File: src/rtl/inst_fetch_pkg.sv
// Shared fetch-stage types and constants; also consumed by decode.
package inst_fetch_pkg;

    localparam int unsigned XLEN = 32;
    localparam logic [31:0] RESET_PC_DEFAULT = 32'h0000_0000;

    // Sequencer states
    typedef enum logic [1:0] {
        IDLE = 2'd0,
        RUN  = 2'd1,
        HALT = 2'd2
    } fetch_state_e;

    // One prefetched instruction together with the address it came from
    typedef struct packed {
        logic [XLEN-1:0] pc;
        logic [XLEN-1:0] inst;
    } fetch_entry_t;

    // MIPS opcodes used by the lab ROM program
    localparam logic [5:0] OP_RTYPE = 6'h00;
    localparam logic [5:0] OP_J     = 6'h02;
    localparam logic [5:0] OP_BEQ   = 6'h04;
    localparam logic [5:0] OP_ADDI  = 6'h08;
    localparam logic [5:0] OP_ORI   = 6'h0D;
    localparam logic [5:0] OP_LW    = 6'h23;
    localparam logic [5:0] OP_SW    = 6'h2B;

    // R-type funct codes
    localparam logic [5:0] FUNCT_ADD = 6'h20;
    localparam logic [5:0] FUNCT_SUB = 6'h22;
    localparam logic [5:0] FUNCT_AND = 6'h24;
    localparam logic [5:0] FUNCT_OR  = 6'h25;
    localparam logic [5:0] FUNCT_SLT = 6'h2A;

    // Force an address onto a word boundary
    function automatic logic [31:0] word_align(input logic [31:0] addr);
        return addr & ~32'h0000_0003;
    endfunction

endpackage

File: src/rtl/inst_fetch_ctrl_if.sv
// Fetch-stage bus: control inputs, ROM port and the decode handshake.
interface inst_fetch_ctrl_if;

    logic        start;
    logic        halt_req;
    logic        redirect_valid;
    logic [31:0] redirect_pc;
    logic [31:0] rom_addr;
    logic [31:0] rom_inst;
    logic        if_valid;
    logic        id_ready;
    logic [31:0] if_inst;
    logic [31:0] if_pc;
    logic        busy;
    logic [31:0] fetch_cnt;

    // Fetch controller side
    modport master (
        input  start, halt_req, redirect_valid, redirect_pc, rom_inst, id_ready,
        output rom_addr, if_valid, if_inst, if_pc, busy, fetch_cnt
    );

    // Environment side (control, ROM and decode)
    modport slave (
        output start, halt_req, redirect_valid, redirect_pc, rom_inst, id_ready,
        input  rom_addr, if_valid, if_inst, if_pc, busy, fetch_cnt
    );

endinterface

File: src/rtl/inst_fetch_ctrl_fifo.sv
// Prefetch FIFO: DEPTH entries (power of two), flush wins over push/pop.
module fetch_fifo
    import inst_fetch_pkg::*;
#(
    parameter int unsigned DEPTH = 2
) (
    input  logic         clk,
    input  logic         rst_n,
    input  logic         push_i,
    input  logic         pop_i,
    input  logic         flush_i,
    input  fetch_entry_t wr_data_i,
    output logic         full_o,
    output logic         empty_o,
    output fetch_entry_t head_o
);

    localparam int unsigned PTR_W = (DEPTH > 1) ? $clog2(DEPTH) : 1;
    localparam int unsigned CNT_W = PTR_W + 1;

    fetch_entry_t     mem_q [DEPTH];
    logic [PTR_W-1:0] rd_ptr_q;
    logic [PTR_W-1:0] wr_ptr_q;
    logic [CNT_W-1:0] count_q;

    // Storage, pointers and occupancy; pointers wrap naturally at DEPTH
    always_ff @(posedge clk or negedge rst_n) begin
        if (!rst_n) begin
            for (int i = 0; i < DEPTH; i++) begin
                mem_q[i] <= '0;
            end
            rd_ptr_q <= '0;
            wr_ptr_q <= '0;
            count_q  <= '0;
        end else if (flush_i) begin
            rd_ptr_q <= wr_ptr_q;
            count_q  <= '0;
        end else begin
            if (push_i) begin
                mem_q[wr_ptr_q] <= wr_data_i;
                wr_ptr_q        <= wr_ptr_q + PTR_W'(1);
            end
            if (pop_i) begin
                rd_ptr_q <= rd_ptr_q + PTR_W'(1);
            end
            if (push_i && !pop_i) begin
                count_q <= count_q + CNT_W'(1);
            end else if (pop_i && !push_i) begin
                count_q <= count_q - CNT_W'(1);
            end
        end
    end

    assign full_o  = (count_q == CNT_W'(DEPTH));
    assign empty_o = (count_q == '0);
    assign head_o  = mem_q[rd_ptr_q];

endmodule

File: src/rtl/inst_fetch_ctrl.sv
// Instruction-fetch sequencer: PC, start/halt FSM, redirect flush, prefetch FIFO.
module inst_fetch_ctrl
    import inst_fetch_pkg::*;
#(
    parameter logic [31:0] RESET_PC = RESET_PC_DEFAULT,
    parameter int unsigned DEPTH    = 2
) (
    input logic               clk,
    input logic               rst_n,
    inst_fetch_ctrl_if.master bus
);

    fetch_state_e state_q, state_d;
    logic [31:0]  pc_q, pc_d;
    logic [31:0]  fetch_cnt_q, fetch_cnt_d;
    logic         push;
    logic         pop;
    logic         fifo_full;
    logic         fifo_empty;
    fetch_entry_t wr_entry;
    fetch_entry_t head;

    // Handshake decode; a full FIFO can still accept when the head leaves
    assign pop      = !fifo_empty && bus.id_ready;
    assign push     = (state_q == RUN) && !bus.redirect_valid && !bus.halt_req
                      && (!fifo_full || pop);
    assign wr_entry = '{pc: pc_q, inst: bus.rom_inst};

    // Next state, PC and fetch counter; redirect overrides sequential fetch
    always_comb begin
        state_d     = state_q;
        pc_d        = pc_q;
        fetch_cnt_d = fetch_cnt_q;

        case (state_q)
            IDLE:    if (bus.start) state_d = RUN;
            RUN:     if (bus.halt_req) state_d = HALT;
            HALT:    if (bus.start && !bus.halt_req) state_d = RUN;
            default: state_d = IDLE;
        endcase

        if (bus.redirect_valid) begin
            pc_d = word_align(bus.redirect_pc);
        end else if (push) begin
            pc_d        = pc_q + 32'd4;
            fetch_cnt_d = fetch_cnt_q + 32'd1;
        end
    end

    // State registers
    always_ff @(posedge clk or negedge rst_n) begin
        if (!rst_n) begin
            state_q     <= IDLE;
            pc_q        <= RESET_PC;
            fetch_cnt_q <= '0;
        end else begin
            state_q     <= state_d;
            pc_q        <= pc_d;
            fetch_cnt_q <= fetch_cnt_d;
        end
    end

    fetch_fifo #(
        .DEPTH (DEPTH)
    ) u_fifo (
        .clk       (clk),
        .rst_n     (rst_n),
        .push_i    (push),
        .pop_i     (pop),
        .flush_i   (bus.redirect_valid),
        .wr_data_i (wr_entry),
        .full_o    (fifo_full),
        .empty_o   (fifo_empty),
        .head_o    (head)
    );

    assign bus.rom_addr  = pc_q;
    assign bus.if_valid  = !fifo_empty;
    assign bus.if_inst   = head.inst;
    assign bus.if_pc     = head.pc;
    assign bus.busy      = (state_q == RUN) || !fifo_empty;
    assign bus.fetch_cnt = fetch_cnt_q;

endmodule

File: src/flat_wrapper.sv
// flat-port wrapper written by rule: the top's interface ports become plain ports
module inst_fetch_ctrl_flat import inst_fetch_pkg::*;
#(
    parameter logic [31:0] RESET_PC = RESET_PC_DEFAULT,
    parameter int unsigned DEPTH    = 2
)
  (clk, rst_n, bus_start, bus_halt_req, bus_redirect_valid, bus_redirect_pc, bus_rom_inst, bus_id_ready, bus_rom_addr, bus_if_valid, bus_if_inst, bus_if_pc, bus_busy, bus_fetch_cnt);
  inst_fetch_ctrl_if bus_i ();
  input logic clk;
  input logic rst_n;
  input wire logic [$bits(bus_i.start)-1:0] bus_start;
  input wire logic [$bits(bus_i.halt_req)-1:0] bus_halt_req;
  input wire logic [$bits(bus_i.redirect_valid)-1:0] bus_redirect_valid;
  input wire logic [$bits(bus_i.redirect_pc)-1:0] bus_redirect_pc;
  input wire logic [$bits(bus_i.rom_inst)-1:0] bus_rom_inst;
  input wire logic [$bits(bus_i.id_ready)-1:0] bus_id_ready;
  output wire logic [$bits(bus_i.rom_addr)-1:0] bus_rom_addr;
  output wire logic [$bits(bus_i.if_valid)-1:0] bus_if_valid;
  output wire logic [$bits(bus_i.if_inst)-1:0] bus_if_inst;
  output wire logic [$bits(bus_i.if_pc)-1:0] bus_if_pc;
  output wire logic [$bits(bus_i.busy)-1:0] bus_busy;
  output wire logic [$bits(bus_i.fetch_cnt)-1:0] bus_fetch_cnt;
  assign bus_i.start = bus_start;
  assign bus_i.halt_req = bus_halt_req;
  assign bus_i.redirect_valid = bus_redirect_valid;
  assign bus_i.redirect_pc = bus_redirect_pc;
  assign bus_i.rom_inst = bus_rom_inst;
  assign bus_i.id_ready = bus_id_ready;
  assign bus_rom_addr = bus_i.rom_addr;
  assign bus_if_valid = bus_i.if_valid;
  assign bus_if_inst = bus_i.if_inst;
  assign bus_if_pc = bus_i.if_pc;
  assign bus_busy = bus_i.busy;
  assign bus_fetch_cnt = bus_i.fetch_cnt;
  inst_fetch_ctrl #(.RESET_PC(RESET_PC), .DEPTH(DEPTH)) u_core (.clk(clk), .rst_n(rst_n), .bus(bus_i));
endmodule
File: config.mk
export PLATFORM = sky130hd
export DESIGN_NAME = inst_fetch_ctrl_flat
export DESIGN_NICKNAME = d
export VERILOG_FILES = /design/src/rtl/inst_fetch_pkg.sv /design/src/rtl/inst_fetch_ctrl_if.sv /design/src/rtl/inst_fetch_ctrl_fifo.sv /design/src/rtl/inst_fetch_ctrl.sv /design/src/flat_wrapper.sv
export SDC_FILE = /design/constraint.sdc
export NUM_CORES = 1
export LEC_CHECK = 0
export CAP_MARGIN = 0
export CORE_MARGIN = 4
export CORE_UTILIZATION = 40
export CTS_CLUSTER_DIAMETER = 30
export CTS_CLUSTER_SIZE = 40
export DETAILED_ROUTE_END_ITERATION = 7
export PLACE_DENSITY = 0.8
export SYNTH_ARGS = -nofsm -noshare
export SYNTH_HDL_FRONTEND = slang
export SYNTH_SLANG_ARGS = --single-unit
File: constraint.sdc
create_clock -name clk -period 2.15 [get_ports clk]
set_input_delay 0.5375 -clock clk [delete_from_list [all_inputs] [get_ports clk]]
set_output_delay 0.5375 -clock clk [all_outputs]
set_load 0.005 [all_outputs]
==> flow_summary.json, run 1 <==
{
  "vias": 6675,
  "violations": "setup timing",
  "first_pass_iters": 5,
  "io_pins": 200,
  "grt.total_usage": 0.195,
  "synth_edf_count": 0,
  "clk_pin_slew_worst_paths_ns": 0.07,
  "drt-met1-wl_mm": 10.6,
  "cts_buffers": 17,
  "initial_core_util": 0.405,
  "post-route-cell-area_um2": 12800,
  "vias_per_cell": 5.28,
  "synth_top_area_frac": 0.546,
  "final.period_utilization": 1.09,
  "met3_length_mm": 1.64,
  "hp-class": "input pin to async pin",
  "ir_drop_uv": 843,
  "gr-total-overflow": 0,
  "nets": 1044,
  "fp.dieH_um": 156,
  "area_delta_synth_final_pct": 45.0,
  "yosysSeqAreaShare": 0.546,
  "tritoncts": "built",
  "cts.path.max_buffers": 2,
  "yosysWarnings": 0,
  "synth_ff_type": "dfrtp_1",
  "cp_cell_sequence": "buf_12 -> buf_12 -> buf_8 -> buf_16 -> mux2_4 -> buf_6",
  "grt_pass1_wl_mm": 37.8,
  "n_antenna_cell": 0,
  "routedWlPerCell_um": 19.2,
  "synth_seq_cells": 192,
  "critPathMaxFanout": 5,
  "die_area_um2": 24400,
  "io_buffers": 193,
  "crit_family": "buffers and inverters",
  "fin_skew_ns": 0.0160,
  "routed-wl-met2_mm": 11.6,
  "syn_inst": 696,
  "postLayoutCoreUtil": 0.586,
  "p_leak_nw": 5.65,
  "slowest_delay_ns": 0.43,
  "drc": 0,
  "worst_ep_arrival_time_ns": 1.80,
  "cts_sinks": 192,
  "core_area_um2": 21800,
  "root_buffer": "clkbuf_16",
  "dr.first_iter.drc_count": 325,
  "synth_area_leader_cell": "dfrtp_1",
  "top_layer_used": "met5",
  "drt-total-wl_mm": 24.3,
  "rsz0062_at_grt": "yes",
  "cp_common_cell": "buf_12",
  "criticalPathCategory": "flop to output port",
  "post-route-min-period_ns": 2.34,
  "total_power_mw": 15.4,
  "grt_max_degree": 52,
  "crit_path_top_delay_cell": "dfrtp_2",
  "cts_hold_buf": 0,
  "cp-end-kind": "output port",
  "status": "finished, violations left",
  "antenna_found_initial": 1,
  "slew_headroom": 0.661,
  "hold_violations": 0,
  "grt_pass1_vias": 6989,
  "drive_gt1_frac": 0.412,
  "gp_congestion": 0.805,
  "cp_num_buf_inv": 5,
  "start_kind": "flop",
  "rows": 54,
  "n_fill_cell": 1774,
  "synth_most_common_cell": "dfrtp_1",
  "hpwlAfterDp_mm": 16.2,
  "power.density_nw_per_um2": 1210,
  "slew_viol_final": 0,
  "synth.avg_cell_area_um2": 12.6,
  "synth.top_cells.by_area": "dfrtp_1 (55%), mux2_2 (24%), nand2_1 (2.4%)",
  "fmax_ghz": 0.427,
  "fin_ws_ns": -0.191,
  "synthArstFlopShare": 1.00,
  "synth.cell_area_um2": 8800,
  "yosys.cell_types.count": 48,
  "maxCapViolCount": 0,
  "clock_latency_ns": 0.43,
  "die_w_um": 156,
  "worst_pin_slew_ns": 0.504,
  "htree_levels": 4,
  "finalSetupViolCount": 71,
  "yosys-top-cells-count": "dfrtp_1 (192), mux2_2 (186), nand2_1 (56)",
  "critPathRequiredTime_ns": 1.61,
  "drtAntennaViolNets": 0,
  "post_dp_cell_area_um2": 11700
}
[final timing paths]
path / start / end / slack, ns / depth (start not counted)
min in group clk: u_core.bus.fetch_cnt[31] / u_core.bus.fetch_cnt[31] / 0.49 / 1
hold reg to reg: u_core.bus.fetch_cnt[31] / u_core.bus.fetch_cnt[31] / 0.49 / 1
setup reg to reg: u_core.state_q[1] / u_core.bus.fetch_cnt[18] / -0.08 / 6
setup / recovery: u_core.u_fifo.rd_ptr_q / bus_if_inst[11] / -0.19 / 6
max in group asynchronous: rst_n / u_core.u_fifo.mem_q[115] / 1.45 / 2
hold / removal: rst_n / u_core.bus.fetch_cnt[23] / 0.06 / 1
[per-layer routing]
metal | vias up | track usage
met5 | - | 0
li1 | 3074 | -
met1 | 3353 | 0.260
met2 | 214 | 0.310
met4 | 2 | 0.0554
met3 | 32 | 0.0603
[kinds of logic (layout without fill, tap and decap cells)]
logic type / count (synthesis) / count (layout) / share of synthesized area
xor+xnor: 37 / 37 / 0.0368
other cells: 1 / 4 / 0.000426
mux: 186 / 186 / 0.238
compound gates: 59 / 59 / 0.0500
flops: 192 / 192 / 0.546
fa+ha+maj: 2 / 2 / 0.00284
buf+inv: 45 / 331 / 0.0239
simple gates: 174 / 174 / 0.102
[layout by cell type (no fill, tap or decap), types with 9 or more instances in the layout]
cell type / netlist / layout
inv_1: 9 / 9
dfrtp_1: 192 / 189
mux2_2: 186 / 140
xor2_1: 21 / 21
o211ai_1: 12 / 12
o311ai_0: 10 / 10
clkdlybuf4s50_1: 0 / 126
nor3_1: 15 / 13
nand4_1: 22 / 22
buf_4: 5 / 62
xnor2_1: 16 / 16
buf_12: 0 / 15
nand3_1: 23 / 22
o21ai_0: 9 / 9
mux2_4: 0 / 46
nand2_1: 56 / 56
buf_2: 12 / 34
clkbuf_16: 0 / 21
nor2_1: 24 / 23
buf_6: 1 / 38
[layout make-up]
type | count | area (um^2) | share of cell area
timing repair buffer | 290 | 2940 | 0.231
clock buffer | 21 | 480 | 0.0377
multi-input combinational | 462 | 4020 | 0.315
tap | 280 | 350 | 0.0275
sequential | 192 | 4810 | 0.377
clock inverter | 11 | 126 | 0.00990
inverter | 9 | 33.8 | 0.00265
[through the flow]
step / setup WS, ns / hold slack (ns) / TNS (ns) / std cells
after floorplan: -0.118 / 0.242 / -5.60 / 699
after global placement: -0.633 / 0.483 / -73.12 / 1207
after detailed placement: -0.641 / 0.484 / -76.59 / 1207
after CTS: -0.204 / 0.0660 / -5.18 / 1259
after global routing: -0.236 / 0.0722 / -8.67 / 1265
final: -0.191 / 0.0617 / -4.65 / 1265
[state kept, by name, indices dropped and copies added, names as in the netlist]
register and count:
u_core.state_q 2, u_core.u_fifo.rd_ptr_q 1, u_core.u_fifo.mem_q 124, u_core.bus.fetch_cnt 32, u_core.u_fifo.wr_ptr_q 1, u_core.bus.rom_addr 30
u_core.u_fifo.count_q 2
[report_power, final]
group,total (mW),switching (mW),leakage [nW],internal [mW]
clock network,3.28,1.43,0.300,1.85
logic,6.47,2.23,2.95,4.24
registers,5.64,0.760,2.40,4.88
total,15.4,4.42,5.65,11.0
[what timing repair did]
| action | in CTS | in global routing |
|---|---|---|
| cloned | 5 | 4 |
| gates resized for setup | 301 | 32 |
| buffers inserted | 16 | 2 |
| setup endpoints to repair | 147 | 70 |
| pin swaps | 11 | 10 |
No activity file was read; power rests on OpenSTA's default activity.
==> run 2: changes to the inputs <==
Settings changed: CORE_ASPECT_RATIO set to 1.4.
==> run 2 against run 1 <==
  * The run still ends with setup timing left
  * Combinational power about the same
  * Hold slack better by 0.0054 ns
  * Via count down 0.13%
  * First-iteration DRC count up 3.4%
  * Fmax up 0.16%
  * Setup slack better by 0.0038 ns
  * Critical path type unchanged
  * Largest power group unchanged
  * Highest routed layer is now met4
==> flow_summary.json, run 2 (synthesis results as in run 1) <==
{
  "clk_pin_slew_worst_paths_ns": 0.07,
  "routed-wl-met2_mm": 12.7,
  "met3_length_mm": 1.10,
  "top_layer_used": "met4",
  "r2r-end": "u_core.bus.rom_addr[2]",
  "hp-class": "input pin to async pin",
  "reg2reg_depth": 7,
  "worst_ep_arrival_time_ns": 1.80,
  "io_pins": 200,
  "rsz0062_at_grt": "yes",
  "cp-end-kind": "output port",
  "gp_congestion": 0.797,
  "area_delta_synth_final_pct": 43.9,
  "hold_violations": 0,
  "crit_end": "bus_if_inst[17]",
  "grt.total_usage": 0.201,
  "criticalPathCategory": "flop to output port",
  "drive_gt1_frac": 0.407,
  "mostFrequentLayoutCell": "dfrtp_1",
  "reg2reg_slack_ns": 0.11,
  "ir_drop_uv": 674,
  "grt_pass1_wl_mm": 39.0,
  "fp.dieH_um": 184,
  "die_area_um2": 24500,
  "slew_viol_final": 0,
  "critPathMaxFanout": 6,
  "fin_skew_ns": 0.0112,
  "grt_max_degree": 50,
  "finalSetupViolCount": 49,
  "final.period_utilization": 1.09,
  "drtAntennaViolNets": 0,
  "drt-total-wl_mm": 24.3,
  "io_buffers": 193,
  "dp_cells": 1217,
  "grt_pass1_vias": 7101,
  "power.density_nw_per_um2": 1200,
  "vias": 6666,
  "instances_no_fill": 1278,
  "fmax_ghz": 0.428,
  "setup_tns_ns": -6.82,
  "maxCapViolCount": 0,
  "largest_reg_flops": 124,
  "regMostFlops": "u_core.u_fifo.mem_q",
  "vias_per_cell": 5.22,
  "worstReg2RegStart": "u_core.u_fifo.count_q[0]",
  "layout_common_cells": "dfrtp_1 (191), mux2_2 (144), clkdlybuf4s50_1 (126), buf_4 (64), nand2_1 (56)",
  "dp_slack_ns": -0.624,
  "die_w_um": 133,
  "critPathRequiredTime_ns": 1.61,
  "startpoint": "u_core.u_fifo.rd_ptr_q",
  "cts_hold_buf": 0,
  "tritoncts": "built",
  "dr.first_iter.drc_count": 336,
  "violations": "setup timing",
  "routedWlPerCell_um": 19.0,
  "antenna_found_initial": 1,
  "nets": 1039,
  "htree_levels": 4,
  "cts_sinks": 192,
  "cts.path.max_buffers": 2,
  "root_buffer": "clkbuf_16",
  "p_leak_nw": 5.57,
  "rows": 64,
  "start_kind": "flop",
  "clock_latency_ns": 0.44,
  "cts_buffers": 17,
  "first_pass_iters": 4,
  "drc": 0,
  "core_area_um2": 21800,
  "gr-total-overflow": 0,
  "hpwlAfterDp_mm": 16.7,
  "status": "finished, violations left",
  "post-route-min-period_ns": 2.34,
  "initial_core_util": 0.404,
  "drt-met1-wl_mm": 9.89,
  "fin_ws_ns": -0.187
}
## run 2: timing repair
action,in CTS,in global routing
gates cloned,7,0
setup endpoints to repair,102,93
buffers inserted,18,8
gates resized for setup,295,42
pin swaps,3,3
## run 2: worst max-delay path, stage by stage, from the launching register on
cell and delay (ns):
dfrtp_2 0.43, buf_12 0.13, buf_8 0.11, buf_12 0.13, buf_16 0.14, mux2_4 0.30
buf_6 0.12
## run 2: where the power goes
| group | switching (mW) | internal [mW] |
|---|---|---|
| sequential | 0.745 | 4.88 |
| combinational | 2.26 | 4.25 |
| clock | 1.46 | 1.66 |
## run 2: per-stage QoR
stage / area (um^2) / utilization / hold slack, ns / power, mW
final: 12700 / 0.581 / 0.0671 / 15.2
after detailed placement: 11700 / 0.536 / 0.456 / 11.4
after floorplan: 8960 / - / 0.242 / 8.38
after global routing: 12700 / 0.581 / 0.0818 / 16.0
after CTS: 12500 / 0.575 / 0.0661 / 15.0
after global placement: 11700 / 0.536 / 0.461 / 11.2
## run 2: how the worst min path moves through the flow
stage          depth (start not counted)                        to  slack, ns                      from
2_1_floorplan                          0   u_core.bus.fetch_cnt[0]       0.24                     rst_n
3_3_place_gp                           1  u_core.bus.fetch_cnt[31]       0.46  u_core.bus.fetch_cnt[31]
3_5_place_dp                           1  u_core.bus.fetch_cnt[31]       0.46  u_core.bus.fetch_cnt[31]
4_1_cts                                1   u_core.bus.rom_addr[14]       0.07                     rst_n
5_1_grt                                1   u_core.bus.fetch_cnt[1]       0.08                     rst_n
6_report                               1   u_core.bus.fetch_cnt[1]       0.07                     rst_n
## run 2: per-layer routing
metal  global-route usage  vias up
li1                     -     3063
met1                0.245     3380
met2                0.357      191
met3               0.0413       32
met4               0.0688        0
met5                    0        -
## run 2: final cells by class
class                   instances  area [um^2]
fillers                      1784         9120
flip-flops and latches        192         4810
multi-input cells             462         4020
repair buffers                285         2860
clock buffers                  20          447
well taps                     297          372
clock inverters                12          125
inverters                       9         33.8
diodes                          1         2.50
